--- config.mk ---
export PLATFORM = sky130hd
export DESIGN_NAME = bus8_rr_arbiter
export DESIGN_NICKNAME = d
export VERILOG_FILES = /design/src/rtl/bus8_arb_pkg.sv /design/src/rtl/bus8_rr_arbiter_rr_pick.sv /design/src/rtl/bus8_rr_arbiter.sv
export SDC_FILE = /design/constraint.sdc
export NUM_CORES = 1
export LEC_CHECK = 0
export CORE_ASPECT_RATIO = 1.5
export CORE_MARGIN = 4
export CORE_UTILIZATION = 50
export DETAILED_ROUTE_END_ITERATION = 6
export DONT_BUFFER_PORTS = 1
export PLACE_DENSITY = 0.68
export SLEW_MARGIN = 40
export SYNTH_ARGS = -nofsm -noshare
export SYNTH_HDL_FRONTEND = slang
export SYNTH_SLANG_ARGS = --single-unit
--- constraint.sdc ---
create_clock -name CLK -period 2.1 [get_ports CLK]
set_clock_uncertainty 0.15 [all_clocks]
set_input_delay 0.315 -clock CLK [delete_from_list [all_inputs] [get_ports CLK]]
set_output_delay 0.315 -clock CLK [all_outputs]
set_load 0.005 [all_outputs]
--- src/rtl/bus8_arb_pkg.sv ---
// Shared types and defaults for the 8-bit bus round-robin arbiter.
package bus8_arb_pkg;

    typedef enum logic [1:0] {
        ST_IDLE  = 2'd0,
        ST_GRANT = 2'd1,
        ST_GAP   = 2'd2
    } state_t;

    localparam int unsigned DEF_NREQ     = 4;
    localparam int unsigned DEF_W        = 8;
    localparam int unsigned DEF_MAXBURST = 8;

    // Wide enough for MAXBURST-1 at the largest allowed MAXBURST (255).
    localparam int unsigned CNT_W = 8;

    function automatic int unsigned idx_w(input int unsigned n);
        return (n > 2) ? $clog2(n) : 1;
    endfunction

endpackage

--- src/rtl/bus8_rr_arbiter_rr_pick.sv ---
// Rotate-priority encoder: first asserted request at or after ptr, cyclically.
module rr_pick
    import bus8_arb_pkg::*;
#(
    parameter  int unsigned NREQ = DEF_NREQ,
    localparam int unsigned PW   = idx_w(NREQ)
) (
    input  logic [NREQ-1:0] req,
    input  logic [PW-1:0]   ptr,
    output logic [PW-1:0]   win,
    output logic            any_req
);

    always_comb begin
        int unsigned idx;
        idx     = 0;
        win     = '0;
        any_req = 1'b0;
        for (int unsigned i = 0; i < NREQ; i++) begin
            idx = 32'(ptr) + i;
            if (idx >= NREQ) idx = idx - NREQ;
            if (!any_req && req[idx]) begin
                any_req = 1'b1;
                win     = PW'(idx);
            end
        end
    end

endmodule

--- src/rtl/bus8_rr_arbiter.sv ---
// Round-robin arbiter sharing one W-bit output bus among NREQ requesters,
// with bounded bursts and one idle turnaround cycle between grants.
module bus8_rr_arbiter
    import bus8_arb_pkg::*;
#(
    parameter int unsigned NREQ     = DEF_NREQ,
    parameter int unsigned W        = DEF_W,
    parameter int unsigned MAXBURST = DEF_MAXBURST
) (
    input  logic              CLK,
    input  logic              RST,
    input  logic [NREQ-1:0]   REQ,
    input  logic [NREQ*W-1:0] D,
    output logic [NREQ-1:0]   GNT,
    output logic [W-1:0]      O,
    output logic              OE,
    output logic              BUSY
);

    localparam int unsigned         PW       = idx_w(NREQ);
    localparam logic [CNT_W-1:0]    CNT_LAST = CNT_W'(MAXBURST - 1);
    localparam logic [PW-1:0]       PTR_LAST = PW'(NREQ - 1);

    state_t            state, state_n;
    logic [PW-1:0]     ptr, ptr_n;
    logic [PW-1:0]     gidx, gidx_n;
    logic [PW-1:0]     win;
    logic              any_req;
    logic [CNT_W-1:0]  cnt, cnt_n;
    logic [NREQ-1:0]   gnt_q, gnt_n;
    logic [W-1:0]      o_q, o_n;
    logic              oe_q, oe_n;
    logic              busy_q;
    logic              stay;

    rr_pick #(.NREQ(NREQ)) u_pick (
        .req     (REQ),
        .ptr     (ptr),
        .win     (win),
        .any_req (any_req)
    );

    assign stay = REQ[gidx] && (cnt < CNT_LAST);

    always_ff @(posedge CLK) begin
        if (RST) begin
            state  <= ST_IDLE;
            ptr    <= '0;
            gidx   <= '0;
            cnt    <= '0;
            gnt_q  <= '0;
            o_q    <= '0;
            oe_q   <= 1'b0;
            busy_q <= 1'b0;
        end else begin
            state  <= state_n;
            ptr    <= ptr_n;
            gidx   <= gidx_n;
            cnt    <= cnt_n;
            gnt_q  <= gnt_n;
            o_q    <= o_n;
            oe_q   <= oe_n;
            busy_q <= (state_n != ST_IDLE);
        end
    end

    always_comb begin
        state_n = state;
        unique case (state)
            ST_IDLE, ST_GAP: state_n = any_req ? ST_GRANT : ST_IDLE;
            ST_GRANT:        state_n = stay ? ST_GRANT : ST_GAP;
            default:         state_n = ST_IDLE;
        endcase
    end

    // Registered outputs default to the bus-released values; only an active
    // or starting grant drives them.
    always_comb begin
        gnt_n  = '0;
        o_n    = '0;
        oe_n   = 1'b0;
        cnt_n  = cnt;
        ptr_n  = ptr;
        gidx_n = gidx;
        unique case (state)
            ST_IDLE, ST_GAP: begin
                if (any_req) begin
                    gnt_n[win] = 1'b1;
                    o_n        = D[32'(win)*W +: W];
                    oe_n       = 1'b1;
                    cnt_n      = '0;
                    gidx_n     = win;
                end
            end
            ST_GRANT: begin
                if (stay) begin
                    gnt_n = gnt_q;
                    o_n   = D[32'(gidx)*W +: W];
                    oe_n  = 1'b1;
                    cnt_n = cnt + CNT_W'(1);
                end else begin
                    ptr_n = (gidx == PTR_LAST) ? '0 : gidx + PW'(1);
                end
            end
            default: ;
        endcase
    end

    assign GNT  = gnt_q;
    assign O    = o_q;
    assign OE   = oe_q;
    assign BUSY = busy_q;

endmodule

==> impl_results.md <==
* Clock root buffer: clkbuf_8
* Commonest non-fill, non-tap cells in the layout: dfxtp_1 (27), and3_1 (16), a211oi_1 (16), nor2_1 (13)
* Antenna Cells at 0
* IO Pins at 52
* Area growth from synthesis to layout at 6.67%
* Setup violations, final at 0
* Seq/Total Area, Yosys at 0.347
* Initial antenna violation count at 0
* EDFF count, synth at 0
* CTS Buf Count at 3
* H-tree depth at 1
* Die area at 4090 sq um
* TritonCTS clock tree: done
* Final Max Tran Viols at 0
* Ys async rst share at 0
* R2R depth at 5
* Status: finished clean
* FMAX at 493 MHz
* Critical Path AT at 2090 ps
* RSZ-0062 raised after global routing: false
* Crit Reg-Reg Endpoint: GNT[1]$_SDFFE_PP0N_
* Fillers at 306
* Vias in the first global route at 1396
* Endpoint of the worst hold path: cnt[2]$_SDFFE_PP0P_
* Share of cells above drive strength 1 at 0.166
* GRT Resource Usage Total at 0.208
* Seq. cell area at 541 sq um
* Starting DRT DRC Count at 42
* Max-cap viol count at 0
* Commonest non-fill, non-tap cell in the layout: dfxtp_1
* Top FF cell, synth: dfxtp_1
* Port buffer count at 0
* Largest stage delay, worst path at 650 ps
* Critical R2R Launch: ptr[0]$_SDFFE_PP0P_
* Vias/cell at 6.49
* Type of origin of the critical path: register
* Height of the die at 76.3 microns
* Gr busiest metal: met2
* Drt pass-1 iters at 4
* Rows at 24
* Met3 usage at 0.0411
* Slew margin rel. at 0.481
* Worst Max-Slew Pin Slew at 779 ps
* Gpl congestion at 0.773
* Detailed Route WL at 3930 microns
* CP delay by family, top: simple AND/OR/NAND/NOR gates
* Crit Path Category: reg -> reg
* Pwr Density at 684 nW/um^2
* Synth Instances at 162
* Worst hold path startpoint: RST
* Hold Worst Slack at 97.5 ps
* Worst hold path depth at 2
* Post-CTS setup buffer count at 0
* CP max stage cell: or4b_4
* Net Count, Synth at 202
* Final period util at 0.967
* Hold Path Class: in -> reg
* Post-route ant nets at 0
* M2 GR Usage at 0.365
* CP endpoint kind: register
* Via count at 1311
* Die Span X at 53.6 microns
* Static Leak at 0.633 nW
* Final Net Count at 204
* Area of the multi-input gates at 925 sq um
* Core region area at 2940 sq um
* Latest clock arrival within the worst-skew pair at 270 ps
* Fin crit period at 2030 ps
* WP data required at 2160 ps
* Hpwl dp at 2990 microns
* CP Buf/Inv Count at 0
* Initial cell density of the core at 0.529
* Yosys reg bits at 27
* Max VDD drop at 0.615 mV
* Yosys cell types at 36
* Crit Path Max Fanout at 18
* DRC viols at 0
* Syn Area/Cell at 9.61 sq um
* Synthesized cell area at 1560 sq um
* # clock sinks at 27
* Reg-to-reg slack, setup at 70 ps
* Global-route wire length before repair at 6560 microns
* Met1 Usage GRT at 0.230
* Setup tns final at 0 ps
* GRT overflow at 0
* Clock-pin slew on the worst setup and hold paths at 90 ps
* Longest Clk Path Bufs at 2
* Largest net degree at the start of global routing at 19
* Routed len/inst at 19.5 microns
* Warnings from Yosys at 0
* Hold Fails Final Rpt at 0
* Sequence of cells on the critical path: nor2b_1, or4b_4, and2_4, or3_1, a21oi_1
[how the worst max path moves through the flow]
stage | startpoint | endpoint | slack (ps) | cells past startpoint
after floorplan | REQ[2] | O[5]$_SDFF_PP0_ | 130 | 7
after global placement | REQ[2] | GNT[3]$_SDFFE_PP0N_ | 120 | 5
after detailed placement | REQ[2] | GNT[3]$_SDFFE_PP0N_ | 60 | 5
after CTS | ptr[0]$_SDFFE_PP0P_ | GNT[1]$_SDFFE_PP0N_ | 80 | 5
after global routing | ptr[1]$_SDFFE_PP0P_ | O[4]$_SDFF_PP0_ | 7 | 4
final | ptr[0]$_SDFFE_PP0P_ | GNT[1]$_SDFFE_PP0N_ | 70 | 5
[registers in the layout (all words and copies together), names as in the netlist]
name,count
cnt,8
state,2
BUSY,1
GNT,4
ptr,2
O,8
gidx,2
[per-layer routing]
| layer | vias up | part of all wire | wire length [microns] |
|---|---|---|---|
| li1 | 622 | - | - |
| met3 | 12 | 0.076 | 300 |
| met2 | 46 | 0.52 | 2060 |
| met1 | 631 | 0.37 | 1440 |
| met5 | - | 0 | 0 |
| met4 | 0 | 0.034 | 135 |
[area by class of cell]
| cell class | count | area share |
|---|---|---|
| clock buffers | 3 | 0.0249 |
| clock inverters | 1 | 0.00301 |
| inverters | 8 | 0.0181 |
| multi-input cells | 115 | 0.557 |
| flip-flops and latches | 27 | 0.326 |
| well taps | 39 | 0.0294 |
| repair buffers | 9 | 0.0422 |
[stage by stage]
step	setup slack [ps]	instances	power, mW	instance area, sq um	utilization
2_1_floorplan	130	162	0.789	1560	-
3_3_place_gp	120	197	0.833	1600	0.544
3_5_place_dp	64.6	197	0.846	1600	0.544
4_1_cts	82.6	202	1.14	1660	0.563
5_1_grt	6.92	202	1.21	1660	0.564
6_report	69.8	202	1.14	1660	0.564
[synthesized netlist by cell type (all sizes together) (2+ instances only)]
| cell type | instances | area, sq um |
|---|---|---|
| and2 | 6 | 40.0 |
| clkbuf | 5 | 18.8 |
| dfxtp | 27 | 541 |
| ha | 2 | 25.0 |
| nor2 | 15 | 58.8 |
| nor2b | 8 | 50.1 |
| or3 | 3 | 18.8 |
| a211oi | 16 | 120 |
| buf | 7 | 45.0 |
| a21oi | 5 | 28.8 |
| o21a | 2 | 15.0 |
| o32ai | 9 | 86.3 |
| o21ai | 3 | 15.0 |
| nand3 | 2 | 10.0 |
| nand2 | 5 | 26.3 |
| a32oi | 2 | 17.5 |
| mux4 | 9 | 206 |
| and3 | 16 | 100 |
| mux2i | 3 | 30.0 |
| inv | 8 | 30.0 |
| nor4 | 2 | 12.5 |
[what timing repair did]
item	in CTS	in global routing
setup endpoints to repair	0	2
resized for setup	0	1
hold endpoints to repair	13	0
hold buffers	1	0
[worst reg2reg max path, stage by stage (launching register included)]
cell     delay (ps)
dfxtp_1         370
nor2b_1         100
or4b_4          650
and2_4          230
or3_1           350
a21oi_1         130
[power by group]
part	internal [mW]	switching, mW
Clock	0.133	0.162
Combinational	0.129	0.140
Sequential	0.549	0.0233
[kinds of logic (layout without fill, tap and decap cells)]
logic type | count (synthesis) | after routing | share of synthesized area
adders and majority gates | 2 | 2 | 0.0161
AOI/OAI and AO/OA | 40 | 40 | 0.198
DFF | 27 | 27 | 0.347
and+or+nand+nor | 61 | 61 | 0.227
muxes | 12 | 12 | 0.152
buffers and inverters | 20 | 21 | 0.0603
Power figures use the tool's default switching activity.
